$ cat src/rtl/mem_arb_pkg.sv
// Shared definitions for the unified instruction/data memory port arbiter.
// Holds the sequencer state encoding, the requester ids and the default
// geometry (word-address width, data width, wait timeout).
package mem_arb_pkg;

    typedef enum logic [1:0] {
        StIdle = 2'd0,
        StWait = 2'd1,
        StDone = 2'd2
    } state_e;

    // Requester ids; also the encoding of the last_grant register.
    localparam logic REQ_IF = 1'b0;
    localparam logic REQ_DM = 1'b1;

    localparam int unsigned DefAddrW   = 13;
    localparam int unsigned DefDataW   = 32;
    localparam int unsigned DefTimeout = 255;

    // Width of a counter that must be able to hold the value max_val.
    function automatic int unsigned cnt_width(input int unsigned max_val);
        return (max_val < 1) ? 1 : $clog2(max_val + 1);
    endfunction

endpackage

$ cat src/rtl/mem_port_arbiter_if.sv
// Bundle of the fetch, data and memory-side handshake signals of the
// unified memory port.
//   master : arbiter side (takes requests, drives acks and the memory strobe)
//   slave  : system side (requesters and the memory itself)
// Signals:
//   if_req/if_addr -> if_ack/if_rdata                  fetch requester
//   dm_req/dm_we/dm_addr/dm_wdata -> dm_ack/dm_rdata   data requester
//   mem_req/mem_we/mem_addr/mem_wdata -> mem_rdata/mem_ready   memory
interface mem_port_arbiter_if #(
    parameter int unsigned ADDR_W = mem_arb_pkg::DefAddrW,
    parameter int unsigned DATA_W = mem_arb_pkg::DefDataW
);
    logic              if_req;
    logic [ADDR_W-1:0] if_addr;
    logic              if_ack;
    logic [DATA_W-1:0] if_rdata;

    logic              dm_req;
    logic              dm_we;
    logic [ADDR_W-1:0] dm_addr;
    logic [DATA_W-1:0] dm_wdata;
    logic              dm_ack;
    logic [DATA_W-1:0] dm_rdata;

    logic              mem_req;
    logic              mem_we;
    logic [ADDR_W-1:0] mem_addr;
    logic [DATA_W-1:0] mem_wdata;
    logic [DATA_W-1:0] mem_rdata;
    logic              mem_ready;

    modport master (
        input  if_req, if_addr,
        output if_ack, if_rdata,
        input  dm_req, dm_we, dm_addr, dm_wdata,
        output dm_ack, dm_rdata,
        output mem_req, mem_we, mem_addr, mem_wdata,
        input  mem_rdata, mem_ready
    );

    modport slave (
        output if_req, if_addr,
        input  if_ack, if_rdata,
        output dm_req, dm_we, dm_addr, dm_wdata,
        input  dm_ack, dm_rdata,
        input  mem_req, mem_we, mem_addr, mem_wdata,
        output mem_rdata, mem_ready
    );

endinterface

$ cat src/rtl/mem_arb_pick.sv
// Grant selector for the fetch / data requesters.
// Build option MEM_ARB_RR_EN:
//   defined   : round-robin on conflict, using a last_grant register that
//               resets to REQ_IF and updates on every taken grant.
//   undefined : fixed priority, DM always wins a conflict; no state.
// Ports:
//   i_clk, i_rst, i_take  (round-robin build only) clock, sync reset,
//                         grant-taken strobe that updates last_grant
//   i_if_req, i_dm_req    request lines
//   o_valid               at least one request present
//   o_id                  selected requester (REQ_IF / REQ_DM)
module mem_arb_pick
    import mem_arb_pkg::*;
(
`ifdef MEM_ARB_RR_EN
    input  logic i_clk,
    input  logic i_rst,
    input  logic i_take,
`endif
    input  logic i_if_req,
    input  logic i_dm_req,
    output logic o_valid,
    output logic o_id
);

`ifdef MEM_ARB_RR_EN
    logic r_last_grant;

    always_ff @(posedge i_clk) begin
        if (i_rst) begin
            r_last_grant <= REQ_IF;
        end else if (i_take) begin
            r_last_grant <= o_id;
        end
    end
`endif

    always_comb begin
        o_valid = i_if_req | i_dm_req;
        o_id    = REQ_DM;
        if (i_if_req && i_dm_req) begin
`ifdef MEM_ARB_RR_EN
            // Conflict: hand the port to whoever did not have it last.
            o_id = (r_last_grant == REQ_IF) ? REQ_DM : REQ_IF;
`else
            o_id = REQ_DM;
`endif
        end else if (i_if_req) begin
            o_id = REQ_IF;
        end
    end

endmodule

$ cat src/rtl/mem_port_arbiter.sv
// Sequencer/arbiter sharing the single unified memory port between the
// fetch stage (IF) and the data-memory stage (DM). One access at a time:
// IDLE (grant) -> WAIT (memory handshake, timeout) -> DONE (ack pulse).
// Build option MEM_ARB_RR_EN selects round-robin conflict arbitration in
// mem_arb_pick; without it DM has fixed priority.
// Ports:
//   i_clk   clock, rising edge
//   i_rst   synchronous active-high reset
//   i_halt  blocks new grants; an in-flight access still completes
//   bus     master modport: requester handshakes and memory strobe
//   o_err   sticky timeout flag, cleared only by reset
//   o_idle  high in IDLE (nothing in flight)
module mem_port_arbiter
    import mem_arb_pkg::*;
#(
    parameter int unsigned ADDR_W  = DefAddrW,
    parameter int unsigned DATA_W  = DefDataW,
    parameter int unsigned TIMEOUT = DefTimeout
) (
    input  logic               i_clk,
    input  logic               i_rst,
    input  logic               i_halt,
    mem_port_arbiter_if.master bus,
    output logic               o_err,
    output logic               o_idle
);

    localparam int unsigned     CntW   = cnt_width(TIMEOUT);
    localparam logic [CntW-1:0] CntMax = CntW'(TIMEOUT);

    state_e            r_state, w_state_d;
    logic              r_id, w_id_d;
    logic [ADDR_W-1:0] r_addr, w_addr_d;
    logic              r_we, w_we_d;
    logic [DATA_W-1:0] r_wdata, w_wdata_d;
    logic [DATA_W-1:0] r_rdata, w_rdata_d;
    logic [CntW-1:0]   r_cnt, w_cnt_d;
    logic              r_err, w_err_d;
    logic              r_if_ack, w_if_ack_d;
    logic              r_dm_ack, w_dm_ack_d;

    logic              w_pick_valid;
    logic              w_pick_id;
    logic              w_mem_req;
`ifdef MEM_ARB_RR_EN
    logic              w_take;
`endif

    mem_arb_pick u_pick (
`ifdef MEM_ARB_RR_EN
        .i_clk    (i_clk),
        .i_rst    (i_rst),
        .i_take   (w_take),
`endif
        .i_if_req (bus.if_req),
        .i_dm_req (bus.dm_req),
        .o_valid  (w_pick_valid),
        .o_id     (w_pick_id)
    );

`ifdef MEM_ARB_RR_EN
    assign w_take = (r_state == StIdle) && !i_halt && w_pick_valid;
`endif

    always_comb begin
        w_state_d  = r_state;
        w_id_d     = r_id;
        w_addr_d   = r_addr;
        w_we_d     = r_we;
        w_wdata_d  = r_wdata;
        w_rdata_d  = r_rdata;
        w_cnt_d    = r_cnt;
        w_err_d    = r_err;
        w_if_ack_d = 1'b0;
        w_dm_ack_d = 1'b0;

        case (r_state)
            StIdle: begin
                if (!i_halt && w_pick_valid) begin
                    w_id_d  = w_pick_id;
                    w_cnt_d = '0;
                    if (w_pick_id == REQ_DM) begin
                        w_addr_d  = bus.dm_addr;
                        w_we_d    = bus.dm_we;
                        w_wdata_d = bus.dm_we ? bus.dm_wdata : '0;
                    end else begin
                        w_addr_d  = bus.if_addr;
                        w_we_d    = 1'b0;
                        w_wdata_d = '0;
                    end
                    w_state_d = StWait;
                end
            end
            StWait: begin
                if (bus.mem_ready) begin
                    w_rdata_d  = r_we ? '0 : bus.mem_rdata;
                    w_if_ack_d = (r_id == REQ_IF);
                    w_dm_ack_d = (r_id == REQ_DM);
                    w_state_d  = StDone;
                end else if (r_cnt == CntMax) begin
                    // Memory never answered: abort, but still ack so the
                    // pipeline is released.
                    w_err_d    = 1'b1;
                    w_rdata_d  = '0;
                    w_if_ack_d = (r_id == REQ_IF);
                    w_dm_ack_d = (r_id == REQ_DM);
                    w_state_d  = StDone;
                end else begin
                    w_cnt_d = r_cnt + 1'b1;
                end
            end
            StDone: begin
                w_state_d = StIdle;
            end
            default: begin
                w_state_d = StIdle;
            end
        endcase
    end

    always_ff @(posedge i_clk) begin
        if (i_rst) begin
            r_state  <= StIdle;
            r_id     <= REQ_IF;
            r_addr   <= '0;
            r_we     <= 1'b0;
            r_wdata  <= '0;
            r_rdata  <= '0;
            r_cnt    <= '0;
            r_err    <= 1'b0;
            r_if_ack <= 1'b0;
            r_dm_ack <= 1'b0;
        end else begin
            r_state  <= w_state_d;
            r_id     <= w_id_d;
            r_addr   <= w_addr_d;
            r_we     <= w_we_d;
            r_wdata  <= w_wdata_d;
            r_rdata  <= w_rdata_d;
            r_cnt    <= w_cnt_d;
            r_err    <= w_err_d;
            r_if_ack <= w_if_ack_d;
            r_dm_ack <= w_dm_ack_d;
        end
    end

    // Strobe is dropped in the last WAIT cycle of a timed-out access.
    assign w_mem_req     = (r_state == StWait) && (r_cnt != CntMax);

    assign bus.mem_req   = w_mem_req;
    assign bus.mem_we    = w_mem_req & r_we;
    assign bus.mem_addr  = r_addr;
    assign bus.mem_wdata = r_wdata;
    assign bus.if_ack    = r_if_ack;
    assign bus.dm_ack    = r_dm_ack;
    assign bus.if_rdata  = r_rdata;
    assign bus.dm_rdata  = r_rdata;

    assign o_err  = r_err;
    assign o_idle = (r_state == StIdle);

endmodule

$ cat src/flat_wrapper.sv
// flat-port wrapper written by rule: the top's interface ports become plain ports
module mem_port_arbiter_flat import mem_arb_pkg::*;
#(
    parameter int unsigned ADDR_W  = DefAddrW,
    parameter int unsigned DATA_W  = DefDataW,
    parameter int unsigned TIMEOUT = DefTimeout
)
  (i_clk, i_rst, i_halt, o_err, o_idle, bus_if_req, bus_if_addr, bus_if_ack, bus_if_rdata, bus_dm_req, bus_dm_we, bus_dm_addr, bus_dm_wdata, bus_dm_ack, bus_dm_rdata, bus_mem_req, bus_mem_we, bus_mem_addr, bus_mem_wdata, bus_mem_rdata, bus_mem_ready);
  mem_port_arbiter_if #(.ADDR_W(ADDR_W), .DATA_W(DATA_W)) bus_i ();
  input  logic i_clk;
  input  logic i_rst;
  input  logic i_halt;
  output logic o_err;
  output logic o_idle;
  input wire logic [$bits(bus_i.if_req)-1:0] bus_if_req;
  input wire logic [$bits(bus_i.if_addr)-1:0] bus_if_addr;
  output wire logic [$bits(bus_i.if_ack)-1:0] bus_if_ack;
  output wire logic [$bits(bus_i.if_rdata)-1:0] bus_if_rdata;
  input wire logic [$bits(bus_i.dm_req)-1:0] bus_dm_req;
  input wire logic [$bits(bus_i.dm_we)-1:0] bus_dm_we;
  input wire logic [$bits(bus_i.dm_addr)-1:0] bus_dm_addr;
  input wire logic [$bits(bus_i.dm_wdata)-1:0] bus_dm_wdata;
  output wire logic [$bits(bus_i.dm_ack)-1:0] bus_dm_ack;
  output wire logic [$bits(bus_i.dm_rdata)-1:0] bus_dm_rdata;
  output wire logic [$bits(bus_i.mem_req)-1:0] bus_mem_req;
  output wire logic [$bits(bus_i.mem_we)-1:0] bus_mem_we;
  output wire logic [$bits(bus_i.mem_addr)-1:0] bus_mem_addr;
  output wire logic [$bits(bus_i.mem_wdata)-1:0] bus_mem_wdata;
  input wire logic [$bits(bus_i.mem_rdata)-1:0] bus_mem_rdata;
  input wire logic [$bits(bus_i.mem_ready)-1:0] bus_mem_ready;
  assign bus_i.if_req = bus_if_req;
  assign bus_i.if_addr = bus_if_addr;
  assign bus_if_ack = bus_i.if_ack;
  assign bus_if_rdata = bus_i.if_rdata;
  assign bus_i.dm_req = bus_dm_req;
  assign bus_i.dm_we = bus_dm_we;
  assign bus_i.dm_addr = bus_dm_addr;
  assign bus_i.dm_wdata = bus_dm_wdata;
  assign bus_dm_ack = bus_i.dm_ack;
  assign bus_dm_rdata = bus_i.dm_rdata;
  assign bus_mem_req = bus_i.mem_req;
  assign bus_mem_we = bus_i.mem_we;
  assign bus_mem_addr = bus_i.mem_addr;
  assign bus_mem_wdata = bus_i.mem_wdata;
  assign bus_i.mem_rdata = bus_mem_rdata;
  assign bus_i.mem_ready = bus_mem_ready;
  mem_port_arbiter #(.ADDR_W(ADDR_W), .DATA_W(DATA_W), .TIMEOUT(TIMEOUT)) u_core (.i_clk(i_clk), .i_rst(i_rst), .i_halt(i_halt), .bus(bus_i), .o_err(o_err), .o_idle(o_idle));
endmodule
$ cat config.mk
export PLATFORM = sky130hd
export DESIGN_NAME = mem_port_arbiter_flat
export DESIGN_NICKNAME = d
export VERILOG_FILES = /design/src/rtl/mem_arb_pkg.sv /design/src/rtl/mem_port_arbiter_if.sv /design/src/rtl/mem_arb_pick.sv /design/src/rtl/mem_port_arbiter.sv /design/src/flat_wrapper.sv
export SDC_FILE = /design/constraint.sdc
export NUM_CORES = 1
export LEC_CHECK = 0
export BUFFER_PORTS_ARGS = -buffer_cell sky130_fd_sc_hd__buf_4
export CAP_MARGIN = 30
export CORE_AREA = 2 2 94 96
export DETAILED_ROUTE_END_ITERATION = 7
export DIE_AREA = 0 0 96 98
export HOLD_SLACK_MARGIN = 0.15
export PLACE_DENSITY = 0.81
export SETUP_SLACK_MARGIN = 0.02
export SYNTH_ARGS = -nofsm -noshare
export SYNTH_HDL_FRONTEND = slang
export SYNTH_HIERARCHICAL = 1
export SYNTH_SLANG_ARGS = --single-unit
$ cat constraint.sdc
create_clock -name i_clk -period 3.59 [get_ports i_clk]
set_input_delay 0.1795 -clock i_clk [delete_from_list [all_inputs] [get_ports i_clk]]
set_output_delay 0.1795 -clock i_clk [all_outputs]
set_load 0.01 [all_outputs]
==> flow_summary.json, run 1 <==
{
  "status": "finished clean",
  "synth_top_cell_area_share": 0.495,
  "final_cell_mix": "buf_4 (214), dfxtp_1 (92), dlygate4sd3_1 (64), nor2_1 (54), a21oi_1 (40)",
  "maxUsedRoutingLayer": "met4",
  "path_max_fanout": 9,
  "power.density_nw_per_um2": 376,
  "synth_area_leader_cell": "dfxtp_1",
  "n_antenna_cell": 0,
  "setup_violations": 0,
  "viasPerCell": 5.13,
  "period_share": 0.587,
  "antenna_left": 0,
  "avgSynthCellArea_sq_um": 8.84,
  "min_period_ps": 2110,
  "cpPeakStageDelay_ps": 410,
  "ys_ff_latch": 92,
  "ir_drop_v": 0.000264,
  "vias": 3895,
  "rrSetupSlack_ps": 1490,
  "leakage_nw": 2.67,
  "cp_slowest_cell": "or2_2",
  "clock_latency_ps": 350,
  "hp-class": "input pin to flip-flop",
  "setup_tns_ps": 0,
  "timing.rr.end": "u_core/bus.mem_wdata[31]",
  "worst-setup-path-type": "flip-flop to output port",
  "power_w": 0.00225,
  "die_h_microns": 98,
  "yosys_warnings": 6,
  "endpoint": "bus_mem_we",
  "cts_buffer_depth": 2,
  "syn_inst": 421,
  "worstSetupStartpointType": "flip-flop",
  "final_hold_viol_count": 0,
  "synthArstFlopShare": 0,
  "crit_required_ps": 3410,
  "path_cells": "ha_1 -> nand3_1 -> or2_2 -> and3_1 -> buf_4",
  "wl_per_cell_microns": 14.7,
  "ctsResizeCount": 0,
  "ys_top_cells_by_area": "dfxtp_1 (49%), buf_4 (7.1%), a22oi_1 (6.5%)",
  "grt_pass1_wl_microns": 17800,
  "grt_start_max_net_pins": 92,
  "wl_met2_microns": 5970,
  "synth_seq_area_share": 0.495,
  "crit_start": "u_core/r_cnt[0]",
  "cts_sinks": 92,
  "synth.cell_area_sq_um": 3720,
  "rsz0062_at_grt": "no",
  "synth_cell_types": 35,
  "fmax_mhz": 475,
  "place_hpwl_microns": 7130,
  "cts-buffers-inserted": 9,
  "drive_gt1_frac": 0.367,
  "syn2layout_area_growth_pct": 60.9,
  "drc_errors": 0,
  "grt_antenna_before_repair": 0,
  "clock_skew_ps": 11.9,
  "m1WireLength_microns": 4150,
  "rr_worst_depth": 4,
  "tightestPinTransition_ps": 905,
  "cts_tree": "done",
  "synthFlopType": "dfxtp_1",
  "die_area_sq_um": 9410,
  "wl_met3_microns": 699,
  "relSlewSlack": 0.397,
  "maxSlewViolCount": 0,
  "grt_usage": 0.236,
  "core_area_sq_um": 8470,
  "worstSetupEndpointType": "output port",
  "reg2reg_from": "u_core/r_state[1]",
  "path_clk_slew_ps": 90,
  "dr.pass1.iters": 5,
  "cts-root-buf": "clkbuf_8",
  "postCtsHoldBufs": 64,
  "cap_violations": 0,
  "drt_first_iter_violations": 195,
  "start_util": 0.440,
  "gp_congestion": 0.811,
  "rows": 34,
  "grt_pass1_vias": 3827,
  "synth_edf_count": 0,
  "finalWirelength_microns": 11100,
  "die_w_microns": 96,
  "final_common_cell": "buf_4",
  "h-tree-depth": 3,
  "portBuffers": 211,
  "grt-ovfl-total": 0,
  "cts_setup_buffers": 0,
  "worstPathArrival_ps": 1930,
  "syn_nets": 519,
  "fin_nets": 745,
  "ios": 212
}
## critical path, delay by kind of cell, from the launching register on
family / cells / cell delay [ps]
buffers and inverters: 1 / 140
and+or+nand+nor: 3 / 860
adders and majority gates: 1 / 190
DFF: 1 / 390
## synthesized netlist by cell type (2+ instances only)
cell and instances:
a211oi_1 13, o211ai_1 2, mux2i_1 13, nand2b_1 3, mux2_2 2, clkbuf_1 20
o31ai_1 2, nor3b_2 2, dfxtp_1 92, a21oi_1 40, nand3_1 6, nand2_1 38
nor4_1 2, buf_4 35, a22oi_1 32, nand4_1 2, buf_2 10, nor2_1 54
a31oi_1 2, and3_1 3, nor3_1 2, o21ai_0 33
## per-layer routing
metal | vias to the layer above | global-route usage
li1 | 1886 | -
met1 | 1801 | 0.254
met2 | 176 | 0.438
met3 | 32 | 0.0478
met4 | 0 | 0.0989
met5 | - | 0
## kinds of logic (layout without fill, tap and decap cells)
| kind of cell | after synthesis | in the layout | synth area share |
|---|---|---|---|
| compound gates | 127 | 127 | 0.208 |
| simple gates | 120 | 120 | 0.147 |
| flops | 92 | 92 | 0.495 |
| buf+inv | 66 | 297 | 0.105 |
| mux | 15 | 15 | 0.0410 |
| fa+ha+maj | 1 | 1 | 0.00336 |
## power by group
part	internal [W]	switching [W]
Sequential	0.00106	0.0000273
Clock	0.000414	0.000358
Combinational	0.000221	0.000173
## final cells by class
cell class,instances,area (sq um)
fillers,618,2470
repair buffers,280,2290
flip-flops and latches,92,1840
multi-input cells,263,1500
clock buffers,11,141
well taps,108,135
clock inverters,5,83.8
inverters,1,3.75
## registers in the layout (all words and copies together), names as in the netlist
| name | cells |
|---|---|
| u_core/bus.dm_rdata | 32 |
| u_core/bus.mem_wdata | 32 |
| u_core/bus.mem_addr | 13 |
| u_core/r_cnt | 8 |
| u_core/r_state | 2 |
| u_core/bus.dm_ack | 1 |
| u_core/bus.if_ack | 1 |
| u_core/o_err | 1 |
| u_core/r_id | 1 |
| u_core/r_we | 1 |
## worst min path at each step
stage / start / endpoint / slack, ps / cells after the start
6_report: bus_mem_ready / u_core/r_cnt[5] / 180 / 3
5_1_grt: bus_if_addr[7] / u_core/bus.mem_addr[7] / 170 / 3
4_1_cts: bus_if_addr[7] / u_core/bus.mem_addr[7] / 160 / 3
3_5_place_dp: bus_dm_wdata[6] / u_core/bus.mem_wdata[6] / 420 / 3
3_3_place_gp: bus_dm_wdata[16] / u_core/bus.mem_wdata[16] / 410 / 3
2_1_floorplan: bus_mem_rdata[0] / u_core/bus.dm_rdata[0] / 320 / 2
## metrics by stage
step           cell area, sq um   util  std cells  hold WS [ps]  setup WS (ps)
3_5_place_dp               5120  0.605        680           423           1520
3_3_place_gp               5080  0.600        678           413           1300
4_1_cts                    5990  0.708        760           156           1480
6_report                   5990  0.708        760           175           1480
5_1_grt                    5990  0.708        760           165           1350
2_1_floorplan              3720      -        421           316           2020
No activity file was read; power rests on OpenSTA's default activity.
==> run 2, diff against run 1 <==
CORE_AREA = 2 2 95 97   (was 2 2 94 96)
DIE_AREA = 0 0 97 99   (was 0 0 96 98)
PLACE_DENSITY = 0.79   (was 0.81)
clock period = 2.2 ns   (was 3.59 ns; I/O delays follow)
==> flow_summary.json, run 2 (synthesized netlist as in run 1, its figures left out) <==
{
  "antenna_left": 0,
  "rsz0062_at_grt": "no",
  "gp_congestion": 0.894,
  "ctsResizeCount": 0,
  "portBuffers": 211,
  "core_area_sq_um": 8550,
  "drive_gt1_frac": 0.358,
  "maxSlewViolCount": 0,
  "worstSetupStartpointType": "flip-flop",
  "ios": 212,
  "cts_tree": "done",
  "p_switching_w": 0.000971,
  "placed_cell_area_sq_um": 5130,
  "grt_usage": 0.238,
  "grt-ovfl-total": 0,
  "tightestPinTransition_ps": 594,
  "comb_power_share": 0.174,
  "clock_latency_ps": 370,
  "grt_antenna_before_repair": 0,
  "path_clk_slew_ps": 100,
  "worstPathArrival_ps": 1930,
  "clock_skew_ps": 19.5,
  "fill_cells": 602,
  "fin_nets": 774,
  "crit_required_ps": 2090,
  "setup_tns_ps": 0,
  "viasPerCell": 5.13,
  "die_w_microns": 97,
  "drt_first_iter_violations": 162,
  "final_cell_mix": "buf_4 (220), dfxtp_1 (92), dlygate4sd3_1 (89), nor2_1 (54), a21oi_1 (40)",
  "stdcell_area_sq_um": 6290,
  "wl_met3_microns": 789,
  "p_seq_frac": 0.447,
  "h-tree-depth": 3,
  "cts-root-buf": "clkbuf_8",
  "sw_frac_of_total": 0.244,
  "dr.pass1.iters": 5,
  "p_clk_frac": 0.379,
  "n_antenna_cell": 0,
  "vias": 4047,
  "drc_errors": 0,
  "fin_hold_ws_ps": 172,
  "fin_cells": 789,
  "grt_start_max_net_pins": 59,
  "min_period_ps": 2040,
  "cts_sinks": 92,
  "placed_cells": 684,
  "place_hpwl_microns": 7340,
  "syn2layout_area_growth_pct": 68.9,
  "fmax_mhz": 490,
  "wl_met2_microns": 6390,
  "maxUsedRoutingLayer": "met4",
  "ir_drop_v": 0.000413,
  "status": "finished clean",
  "die_h_microns": 99,
  "grt_pass1_wl_microns": 18700,
  "rows": 34,
  "leakage_nw": 2.81,
  "internal_power_w": 0.00300,
  "finalWirelength_microns": 12000,
  "final_common_cell": "buf_4",
  "place_ws_ps": 363,
  "cap_violations": 0,
  "cts_buffer_depth": 2,
  "relSlewSlack": 0.604,
  "m1WireLength_microns": 4560,
  "final_hold_viol_count": 0,
  "power.density_nw_per_um2": 632,
  "setup_violations": 0,
  "cts-buffers-inserted": 9,
  "path_max_fanout": 9,
  "die_area_sq_um": 9600,
  "hp-class": "input pin to flip-flop",
  "period_share": 0.927,
  "setup_slack_ps": 160,
  "grt_pass1_vias": 3886,
  "worstSetupEndpointType": "output port",
  "wl_per_cell_microns": 15.2,
  "worst-setup-path-type": "flip-flop to output port",
  "start_util": 0.435
}
==> run 2: path summary, 6_finish.rpt <==
check	from	to	slack [ps]	cells past startpoint
min	bus_if_addr[10]	u_core/bus.mem_addr[10]	170	3
max	u_core/r_cnt[0]	bus_mem_we	160	5
max reg2reg	u_core/r_cnt[0]	u_core/bus.dm_rdata[3]	300	5
min reg2reg	u_core/r_id	u_core/bus.if_ack	490	1
==> run 2: area by class of cell <==
cell class / count / area, sq um / share of cell area
tap: 108 / 135 / 0.0215
clock buffer: 9 / 124 / 0.0197
multi-input combinational: 263 / 1500 / 0.238
sequential: 92 / 1840 / 0.293
clock inverter: 7 / 145 / 0.0231
inverter: 1 / 3.75 / 0.000597
timing repair buffer: 309 / 2540 / 0.404
==> run 2: worst max-delay path, cell delays in order, from the launching register on <==
cell and delay (ps):
dfxtp_1 380, ha_1 180, nand3_1 250, or2_2 410, and3_1 190, buf_4 140
==> run 2: power groups by stage <==
stage | registers (W) | clock network [W] | logic (W)
floorplan | 0.00183 | 0 | 0.000238
global placement | 0.00181 | 0 | 0.000535
detailed placement | 0.00181 | 0 | 0.000547
CTS | 0.00177 | 0.00151 | 0.000681
global route | 0.00178 | 0.00159 | 0.000742
finish | 0.00178 | 0.00151 | 0.000691
==> run 2: repair_timing <==
item | in CTS | in global routing
hold buffers | 89 | 0
setup endpoints to repair | 0 | 0
endpoints found under the hold margin | 79 | 0
buffers inserted | 0 | 0
==> run 2: per-stage QoR <==
step	utilization	total power, W
finish	0.735	0.00398
global route	0.735	0.00412
CTS	0.735	0.00397
detailed placement	0.600	0.00236
global placement	0.600	0.00234
floorplan	-	0.00207
==> run 2: per-layer routing <==
layer	global-route usage	vias up
li1	-	1953
met1	0.263	1888
met2	0.446	183
met3	0.0518	23
met4	0.0867	0
met5	0	-
==> run 3, diff against run 2 <==
BUFFER_PORTS_ARGS = unset   (was -buffer_cell sky130_fd_sc_hd__buf_4)
CORE_AREA = 2 2 94 96   (was 2 2 95 97)
DIE_AREA = 0 0 96 98   (was 0 0 97 99)
DONT_BUFFER_PORTS = 1   (was unset)
PLACE_DENSITY = unset   (was 0.79)
SLEW_MARGIN = 20   (was unset)
==> flow_summary.json, run 3 (synthesized netlist as in run 1, its figures left out) <==
{
  "status": "finished clean",
  "dr.pass1.iters": 4,
  "grt_antenna_before_repair": 0,
  "cts_tree": "done",
  "place_hpwl_microns": 5420,
  "antenna_left": 0,
  "final_hold_viol_count": 0,
  "ctsResizeCount": 0,
  "internal_power_w": 0.00249,
  "path_max_fanout": 9,
  "drt_first_iter_violations": 146,
  "cts-root-buf": "clkbuf_8",
  "fmax_mhz": 517,
  "postCtsHoldBufs": 94,
  "p_clk_frac": 0.352,
  "n_antenna_cell": 0,
  "die_area_sq_um": 9410,
  "relSlewSlack": 0.574,
  "grt_pass1_vias": 3143,
  "cts_sinks": 92,
  "die_h_microns": 98,
  "gp_congestion": 0.744,
  "grt_start_max_net_pins": 92,
  "worstPathArrival_ps": 1820,
  "final_cell_mix": "dlygate4sd3_1 (93), dfxtp_1 (92), nor2_1 (54), a21oi_1 (40), nand2_1 (38)",
  "rows": 34,
  "cts_buffer_depth": 2,
  "setup_slack_ps": 267,
  "grt_usage": 0.201,
  "cts_setup_buffers": 0,
  "setup_tns_ps": 0,
  "grt-ovfl-total": 0,
  "syn2layout_area_growth_pct": 26.4,
  "leakage_nw": 1.73,
  "worst-setup-path-type": "flip-flop to output port",
  "viasPerCell": 5.53,
  "worstSetupEndpointType": "output port",
  "hp-class": "input pin to flip-flop",
  "wl_per_cell_microns": 16.9,
  "worstSetupStartpointType": "flip-flop",
  "h-tree-depth": 3,
  "crit_required_ps": 2090,
  "grt_pass1_wl_microns": 14900,
  "rsz0062_at_grt": "no",
  "drc_errors": 0,
  "vias": 3214,
  "fin_nets": 566,
  "cts-buffers-inserted": 9,
  "p_switching_w": 0.000935,
  "power.density_nw_per_um2": 728,
  "portBuffers": 0,
  "final_common_cell": "dlygate4sd3_1",
  "clock_skew_ps": 10.8,
  "min_period_ps": 1930,
  "maxSlewViolCount": 0,
  "drive_gt1_frac": 0.0677,
  "finalWirelength_microns": 9840,
  "core_area_sq_um": 8470,
  "clock_latency_ps": 350,
  "period_share": 0.879,
  "place_ws_ps": 364,
  "ir_drop_v": 0.000394,
  "tightestPinTransition_ps": 639,
  "start_util": 0.440,
  "ios": 212,
  "fin_hold_ws_ps": 187,
  "p_seq_frac": 0.533,
  "die_w_microns": 96,
  "path_clk_slew_ps": 90,
  "sw_frac_of_total": 0.273,
  "setup_violations": 0,
  "comb_power_share": 0.116,
  "cap_violations": 0
}
## run 3: cell type report
type	instances	area (sq um)
timing repair buffer	101	1010
inverter	1	3.75
sequential	92	1840
clock buffer	9	124
fill	730	3760
multi-input combinational	263	1500
clock inverter	7	92.6
tap	108	135
## run 3: path summary, 6_finish.rpt
check	from	end	slack [ps]	cells past startpoint
worst max register to register	u_core/r_cnt[0]	u_core/bus.dm_rdata[7]	340	5
worst min register to register	u_core/r_id	u_core/r_id	490	2
worst max-delay path	u_core/r_cnt[0]	bus_mem_we	270	4
worst min-delay path	i_halt	u_core/r_id	190	4
## run 3: through the flow
stage / util / cell area, sq um / cells / total power (W)
6_report: 0.556 / 4700 / 581 / 0.00343
5_1_grt: 0.556 / 4700 / 581 / 0.00359
4_1_cts: 0.556 / 4700 / 581 / 0.00347
3_5_place_dp: 0.417 / 3530 / 471 / 0.00208
3_3_place_gp: 0.417 / 3530 / 471 / 0.00207
2_1_floorplan: - / 3720 / 421 / 0.00207
## run 3: critical path, stage by stage, from the launching register on
cell     delay, ps
dfxtp_1        390
ha_1           180
nand3_1        250
or2_2          410
and3_1         240
## run 3: layer usage
metal / vias up / GRT usage / wire [microns]
met4: 0 / 0.0868 / 202
met1: 1498 / 0.208 / 3820
li1: 1529 / - / -
met3: 18 / 0.0548 / 694
met2: 169 / 0.369 / 5130
met5: - / 0 / 0
## run 3: power groups by stage
stage | sequential (W) | combinational [W] | clock (W)
after floorplan | 0.00183 | 0.000238 | 0
after global placement | 0.00186 | 0.000210 | 0
after detailed placement | 0.00186 | 0.000216 | 0
after CTS | 0.00182 | 0.000387 | 0.00125
after global routing | 0.00184 | 0.000433 | 0.00132
final | 0.00182 | 0.000396 | 0.00120
